`src/rtl/bus_arbiter.sv`:
```
// Two-master, one-slave arbiter for the sel/read/write_mask/ready memory bus.
// The grant is held until the slave completes; the watchdog forces completion of hung slaves.
module bus_arbiter #(
  parameter int ADDR_WIDTH     = 32,
  parameter int DATA_WIDTH     = 32,
  parameter int FIXED_PRIORITY = 0,
  parameter int TIMEOUT_CYCLES = 16
) (
  input  logic                    clk,
  input  logic                    reset,
  input  logic [ADDR_WIDTH-1:0]   m0_address_in,
  input  logic                    m0_sel_in,
  input  logic                    m0_read_in,
  input  logic [DATA_WIDTH/8-1:0] m0_write_mask_in,
  input  logic [DATA_WIDTH-1:0]   m0_write_value_in,
  output logic [DATA_WIDTH-1:0]   m0_read_value_out,
  output logic                    m0_ready_out,
  input  logic [ADDR_WIDTH-1:0]   m1_address_in,
  input  logic                    m1_sel_in,
  input  logic                    m1_read_in,
  input  logic [DATA_WIDTH/8-1:0] m1_write_mask_in,
  input  logic [DATA_WIDTH-1:0]   m1_write_value_in,
  output logic [DATA_WIDTH-1:0]   m1_read_value_out,
  output logic                    m1_ready_out,
  output logic [ADDR_WIDTH-1:0]   s_address_out,
  output logic                    s_sel_out,
  output logic                    s_read_out,
  output logic [DATA_WIDTH/8-1:0] s_write_mask_out,
  output logic [DATA_WIDTH-1:0]   s_write_value_out,
  input  logic [DATA_WIDTH-1:0]   s_read_value_in,
  input  logic                    s_ready_in,
  output logic                    timeout_out
);

  localparam int WDOG_W = $clog2(TIMEOUT_CYCLES) + 1;

  typedef enum logic [1:0] {
    OWN_NONE = 2'd0,
    OWN_M0   = 2'd1,
    OWN_M1   = 2'd2
  } owner_t;

  owner_t            owner_reg, owner_next;
  logic              last_reg, last_next;   // 1: m1 was granted last
  logic [WDOG_W-1:0] wdog_reg, wdog_next;

  logic grant0, grant1, wdog_expired, timeout_hit, done;

  // Gating with reset keeps every output low for as long as reset is held.
  assign grant0      = (owner_reg == OWN_M0) && !reset;
  assign grant1      = (owner_reg == OWN_M1) && !reset;
  assign timeout_hit = (grant0 || grant1) && wdog_expired && !s_ready_in;
  assign done        = s_ready_in || wdog_expired;

  generate
    if (TIMEOUT_CYCLES > 0) begin : g_wdog
      assign wdog_expired = (wdog_reg == WDOG_W'(TIMEOUT_CYCLES - 1));
    end else begin : g_no_wdog
      assign wdog_expired = 1'b0;
    end
  endgenerate

  always_ff @(posedge clk or posedge reset) begin
    if (reset) begin
      owner_reg <= OWN_NONE;
      last_reg  <= 1'b1;
      wdog_reg  <= '0;
    end else begin
      owner_reg <= owner_next;
      last_reg  <= last_next;
      wdog_reg  <= wdog_next;
    end
  end

  always_comb begin
    owner_next = owner_reg;
    last_next  = last_reg;
    wdog_next  = '0;
    case (owner_reg)
      OWN_NONE: begin
        if (m0_sel_in && m1_sel_in)
          owner_next = (FIXED_PRIORITY != 0 || last_reg) ? OWN_M0 : OWN_M1;
        else if (m0_sel_in)
          owner_next = OWN_M0;
        else if (m1_sel_in)
          owner_next = OWN_M1;
      end
      OWN_M0: begin
        // Completion always hands over to the other master if it waits.
        if (done) begin
          last_next  = 1'b0;
          owner_next = m1_sel_in ? OWN_M1 : OWN_NONE;
        end else if (!m0_sel_in) begin
          owner_next = OWN_NONE;
        end else begin
          wdog_next = wdog_reg + WDOG_W'(1);
        end
      end
      OWN_M1: begin
        if (done) begin
          last_next  = 1'b1;
          owner_next = m0_sel_in ? OWN_M0 : OWN_NONE;
        end else if (!m1_sel_in) begin
          owner_next = OWN_NONE;
        end else begin
          wdog_next = wdog_reg + WDOG_W'(1);
        end
      end
      default: owner_next = OWN_NONE;
    endcase
  end

  always_comb begin
    s_address_out     = '0;
    s_sel_out         = 1'b0;
    s_read_out        = 1'b0;
    s_write_mask_out  = '0;
    s_write_value_out = '0;
    m0_read_value_out = '0;
    m0_ready_out      = 1'b0;
    m1_read_value_out = '0;
    m1_ready_out      = 1'b0;
    timeout_out       = timeout_hit;
    if (grant0) begin
      s_address_out     = m0_address_in;
      s_sel_out         = m0_sel_in;
      s_read_out        = m0_read_in;
      s_write_mask_out  = m0_write_mask_in;
      s_write_value_out = m0_write_value_in;
      m0_read_value_out = timeout_hit ? '0 : s_read_value_in;
      m0_ready_out      = s_ready_in || timeout_hit;
    end else if (grant1) begin
      s_address_out     = m1_address_in;
      s_sel_out         = m1_sel_in;
      s_read_out        = m1_read_in;
      s_write_mask_out  = m1_write_mask_in;
      s_write_value_out = m1_write_value_in;
      m1_read_value_out = timeout_hit ? '0 : s_read_value_in;
      m1_ready_out      = s_ready_in || timeout_hit;
    end
  end

endmodule
```
`config.mk`:
```
export PLATFORM = sky130hd
export DESIGN_NAME = bus_arbiter
export DESIGN_NICKNAME = d
export VERILOG_FILES = /design/src/rtl/bus_arbiter.sv
export SDC_FILE = /design/constraint.sdc
export NUM_CORES = 1
export LEC_CHECK = 0
export CAP_MARGIN = 20
export CELL_PAD_IN_SITES_DETAIL_PLACEMENT = 1
export CELL_PAD_IN_SITES_GLOBAL_PLACEMENT = 1
export CORE_ASPECT_RATIO = 0.9
export CORE_MARGIN = 2
export CORE_UTILIZATION = 11
export CTS_CLUSTER_DIAMETER = 50
export CTS_CLUSTER_SIZE = 8
export DETAILED_ROUTE_END_ITERATION = 8
export PLACE_DENSITY = 0.81
export SYNTH_ARGS = -nofsm -noshare
export SYNTH_HDL_FRONTEND = slang
export SYNTH_SLANG_ARGS = --single-unit
export TNS_END_PERCENT = 1
```
`constraint.sdc`:
```
create_clock -name clk -period 2 [get_ports clk]
set_input_delay 0.2 -clock clk [delete_from_list [all_inputs] [get_ports clk]]
set_output_delay 0.2 -clock clk [all_outputs]
set_load 0.01 [all_outputs]
```
## Word level (Yosys, flattened, before mapping)

Cells that the tools add are included.

- Register bits: 8
- Bits of input ports: 175
- Output and inout bits: 137
- Word-level logic and storage cells: 62

- Add/subtract/negate cells: 1
- Eq/ne operators: 8
- Muxes and demuxes: 36
- Reductions and logical operators: 14

Operators with widths:

| operator | number |
|---|---|
| $mux W32 | 8 |
| $mux W5 | 4 |
| $mux W2 | 9 |
| $mux W1 | 10 |
| $pmux W5 S2 | 1 |
| $mux W4 | 2 |
| $ne A3 B3 Y1 const B | 2 |
| $pmux W2 S3 | 1 |
| $reduce_and A3 Y1 | 2 |
| $add A5 B1 Y5 const B | 1 |
| $eq A5 B4 Y1 const B | 1 |
| $logic_and A1 B1 Y1 | 5 |
| $ne A2 B2 Y1 const B | 2 |
| $ne A4 B4 Y1 const B | 1 |
| $logic_or A1 B1 Y1 | 3 |
| $eq A2 B1 Y1 const B | 1 |
| $eq A2 B2 Y1 const B | 1 |
| $logic_not A1 Y1 | 2 |
| $logic_not A2 Y1 | 1 |
| $pmux W1 S2 | 1 |
| $reduce_bool A2 Y1 | 1 |

## Longest topological paths before layout

- Depth in word-level cells: 8
- Depth in mapped cells: 7
- Mapped depth without buffers: 7

## Worst setup path before layout

No wires, ideal clock.

- Path type: reg-to-output
- Start: reg wdog_reg[0]
- End: out m0_read_value_out[10]
- Arrival: 1.656 ns
- Data required time: 1.800 ns
- Path slack: 0.144 ns
- Stages on the path, launching flop included: 8
- Path buffers: 1
- Path through: dfrtp_1 -> ha_1 -> and3_1 -> ha_1 -> nor2b_1 -> nor2_1 -> clkbuf_1 -> and2_1

- Word-level cells in the longest chain between the ends: 5

Ends and longest elaborated chain:

| what | RTL line | RTL |
|---|---|---|
| from (decl) | 45 | `logic [WDOG_W-1:0] wdog_reg, wdog_next;` |
| from (signal assigned) | 71 | `wdog_reg <= wdog_next;` |
| $eq A5 B4 Y1 | 57 | `assign wdog_expired = (wdog_reg == WDOG_W'(TIMEOUT_CYCLES - 1));` |
| $logic_and A1 B1 Y1 (2 in series) | 52 | `assign timeout_hit = (grant0 \|\| grant1) && wdog_expired && !s_ready_in;` |
| $mux W32 | 130 | `m0_read_value_out = timeout_hit ? '0 : s_read_value_in;` |
| $mux W32 | 124 | `if (grant0) begin` |
| to (decl) | 16 | `output logic [DATA_WIDTH-1:0] m0_read_value_out,` |

No other way between the ends.

## Final worst setup path

- Start: reg wdog_reg[0]
- End: out m1_read_value_out[8]

- Word-level cells in the longest chain between the ends: 6

Ends and longest elaborated chain:

| what | RTL line | RTL |
|---|---|---|
| $eq A5 B4 Y1 | 57 |  |
| $logic_and A1 B1 Y1 (2 in series) | 52 |  |
| $mux W32 | 138 | `m1_read_value_out = timeout_hit ? '0 : s_read_value_in;` |
| $mux W32 | 132 | `end else if (grant1) begin` |
| $mux W32 | 124 |  |
| to (decl) | 23 | `output logic [DATA_WIDTH-1:0] m1_read_value_out,` |

No other way between the ends.

==> summary.json <==
{
  "remaining_drc_errors": {"value": 0},
  "place_inst": {"value": 723},
  "ios": {"value": 312},
  "grt_pass1_wl": {"value": 20.9, "unit": "mm"},
  "post-route-worst-setup-slack": {"value": -0.169, "unit": "ns"},
  "worst-path-max-fanout": {"value": 16},
  "dieHeight": {"value": 120, "unit": "um"},
  "largest_family_of_logic_cells_by_synthesized_area": {"value": "compound AO/OA/AOI/OAI gates"},
  "seq_power_share": {"value": 6.9, "unit": "%"},
  "comb_power_share": {"value": 82.3, "unit": "%"},
  "clock_sink_count": {"value": 8},
  "grt_most_used_layer": {"value": "met2"},
  "post_synth_top_flop": {"value": "dfrtp_1"},
  "maxCapViolations": {"value": 0},
  "stdcell_count": {"value": 741},
  "clk_pin_slew": {"value": 0.04, "unit": "ns"},
  "die_x": {"value": 132, "unit": "um"},
  "clock_path_buffers": {"value": 2},
  "synth_top_area_cell": {"value": "a22o_1"},
  "vias_per_cell": {"value": 4.21},
  "critPathArrivalTime": {"value": 1.97, "unit": "ns"},
  "largest_net_degree_at_the_start_of_global_routing": {"value": 26},
  "grt_setup_unrepaired": {"value": "yes"},
  "cts-buffers-inserted": {"value": 3},
  "post_synth_num_cell_types": {"value": 27},
  "fin_worst_skew": {"value": 0.00105, "unit": "ns"},
  "post-layout-total-power": {"value": 3.30, "unit": "mW"},
  "globalRouteMet3Util": {"value": 3.04, "unit": "%"},
  "synthCells": {"value": 214},
  "effective_utilization_at_floorplan": {"value": 11.2, "unit": "%"},
  "synth_seq_area_share": {"value": 12.3, "unit": "%"},
  "vias_in_the_first_global_route": {"value": 3397},
  "grt_usage": {"value": 16.7, "unit": "%"},
  "netlist_top_cells_count": {"value": "a22o_1 (69), and2_1 (64), buf_2 (17)"},
  "f_max": {"value": 461, "unit": "MHz"},
  "gp_congestion": {"value": 0.817},
  "status": {"value": "complete, but fails checks"},
  "synthMostInstantiatedCell": {"value": "a22o_1"},
  "grt_use_met2": {"value": 30.8, "unit": "%"},
  "worst_hold_path_type": {"value": "in -> async"},
  "number_of_warning_messages_in_the_yosys_log": {"value": 0},
  "cp.required": {"value": 1.80, "unit": "ns"},
  "htreeDepth": {"value": 1},
  "layout.core_utilization": {"value": 34.2, "unit": "%"},
  "wl": {"value": 14.2, "unit": "mm"},
  "worstSkewPairLatency": {"value": 0.24, "unit": "ns"},
  "power.net_switching": {"value": 1.34, "unit": "mW"},
  "ant_nets": {"value": 0},
  "area.growth.synth_to_final": {"value": 206, "unit": "%"},
  "use_met1": {"value": 20.2, "unit": "%"},
  "power.leakage": {"value": 2.40, "unit": "nW"},
  "worst-setup-path-type": {"value": "reg -> out"},
  "synth_compound_gate_area_share": {"value": 40.4, "unit": "%"},
  "port_buffers": {"value": 311},
  "synthArstFlopShare": {"value": 100, "unit": "%"},
  "power.share.switching": {"value": 40.5, "unit": "%"},
  "setup_viol": {"value": 99},
  "cts_tree": {"value": "done"},
  "antenna-diode-count": {"value": 0},
  "place.detailed.hpwl": {"value": 10.8, "unit": "mm"},
  "post-place-ws": {"value": -0.405, "unit": "ns"},
  "finalCritPeriodShare": {"value": 108, "unit": "%"},
  "synth_area_leaders": {"value": "a22o_1 (37%), and2_1 (25%), dfrtp_1 (11%)"},
  "report.final.slew_viol_count": {"value": 0},
  "largest_register_ffs": {"value": 5},
  "hold_buffers": {"value": 0},
  "number_of_antenna_violations_at_the_first_check_in_global_routing": {"value": 0},
  "synth-edff-count": {"value": 0},
  "end_kind": {"value": "primary output"},
  "vdd_ir_drop_max": {"value": 0.000398, "unit": "V"},
  "synth.area.mux_share": {"value": 0.613, "unit": "%"},
  "yosys.area.top_type_share": {"value": 37.0, "unit": "%"},
  "post_synth_xor_area_fraction": {"value": 1.07, "unit": "%"},
  "min_period": {"value": 2.17, "unit": "ns"},
  "synth-seq-cells": {"value": 8},
  "syn_area_per_cell": {"value": 7.63, "unit": "um2"},
  "detailroute.via_count": {"value": 3117},
  "synth_simple_gate_area_share": {"value": 32.8, "unit": "%"},
  "drt_iter0_drc": {"value": 110},
  "routedWlPerCell": {"value": 19.2, "unit": "um"},
  "synth_nets": {"value": 395},
  "first_pass_iters": {"value": 5},
  "fp.coreArea": {"value": 0.0146, "unit": "mm2"},
  "violations": {"value": "setup timing"},
  "finalNetCount": {"value": 725},
  "grt_overflow_total": {"value": 0},
  "cts_root_buf": {"value": "clkbuf_16"},
  "synth.cell_area": {"value": 0.00163, "unit": "mm2"},
  "post_route_cells_drive_above_1_share": {"value": 35.2, "unit": "%"},
  "cellPowerDensity": {"value": 661, "unit": "mW/mm2"},
  "fp.dieArea": {"value": 0.0158, "unit": "mm2"},
  "row_count": {"value": 42},
  "startpoint_type": {"value": "flop"},
  "worst_pin_slew": {"value": 0.480, "unit": "ns"},
  "report.final.hold_viol_count": {"value": 0},
  "maxSlewHeadroom": {"value": 67.8, "unit": "%"},
  "clock_power_share": {"value": 10.8, "unit": "%"},
  "int_power": {"value": 1.97, "unit": "mW"},
  "synthAdderAreaFrac": {"value": 4.60, "unit": "%"}
}
-- critical path: stages (launching register included) --
cell and delay (ns):
dfrtp_1 0.37, ha_2 0.19, and3_4 0.15, ha_4 0.15, nor2b_4 0.13, and2b_4 0.31
buf_12 0.15, and2_1 0.14, buf_2 0.13
-- final cells by class --
| cell class | count | area [um2] |
|---|---|---|
| multi-input combinational | 178 | 1400 |
| clock buffer | 4 | 78.8 |
| fill | 1787 | 9610 |
| sequential | 8 | 201 |
| tap | 198 | 248 |
| timing repair buffer | 347 | 3040 |
| inverter | 6 | 22.5 |
-- per-stage QoR --
step,area (um2),setup TNS (ns),hold WS [ns]
2_1_floorplan,1630,0,0.0230
3_3_place_gp,5110,-43.01,0.448
3_5_place_dp,5110,-44.95,0.456
4_1_cts,5040,-11.60,0.448
5_1_grt,4990,-16.75,0.479
6_report,4990,-8.23,0.437
-- routing by layer --
layer | part of all wire [%] | wire [um]
met1 | 40 | 5660
met2 | 53 | 7490
met3 | 6.0 | 861
met4 | 1.7 | 240
met5 | 0 | 0
-- worst paths after layout --
check                                 start                   end  slack, ns  cells past startpoint
min in group clk                   last_reg              last_reg       0.46                      2
worst max-delay path            wdog_reg[0]  m1_read_value_out[8]      -0.17                      8
worst max register to register  wdog_reg[0]          owner_reg[1]       0.15                      7
worst min-delay path                  reset           wdog_reg[2]       0.44                      3
max in group asynchronous             reset              last_reg       1.35                      3
worst min register to register     last_reg              last_reg       0.46                      2
-- power groups by stage --
stage               logic (mW)  clock network, mW  registers (mW)
global route              2.90              0.370           0.230
finish                    2.72              0.358           0.227
detailed placement        2.71                  0           0.220
CTS                       2.72              0.367           0.227
floorplan                 1.07                  0           0.219
global placement          2.64                  0           0.218
-- cell usage in the layout, fill, tap and decap left out, types with 2 or more instances in the layout --
cell type | Yosys | layout
dfrtp_1 | 7 | 7
buf_2 | 17 | 116
a22o_1 | 69 | 68
buf_12 | 0 | 5
ha_4 | 0 | 3
nor2_4 | 0 | 2
buf_16 | 0 | 5
clkdlybuf4s50_1 | 0 | 174
buf_4 | 2 | 15
inv_2 | 0 | 2
ha_1 | 6 | 2
clkdlybuf4s15_1 | 0 | 2
dlygate4sd2_1 | 0 | 2
nor2_1 | 9 | 7
inv_1 | 6 | 4
nor2b_4 | 0 | 2
and2_4 | 0 | 4
o21ai_0 | 5 | 5
buf_6 | 0 | 17
clkdlybuf4s15_2 | 0 | 8
clkbuf_16 | 0 | 3
and2_1 | 64 | 60
nand2_1 | 7 | 7
-- cells by family (layout without fill, tap and decap cells) --
kind of cell	count (synthesis)	count (layout)
simple gates	91	91
compound gates	78	78
buf+inv	28	357
flops	8	8
fa+ha+maj	6	6
xor+xnor	2	2
mux	1	1
-- timing repair --
item,in CTS,in global routing
gates cloned,6,0
gates resized for setup,537,42
setup buffers,8,0
setup endpoints to repair,137,137
pin swaps,19,20
endpoints found under the hold margin,0,0
(Power assumes the default switching activity.)
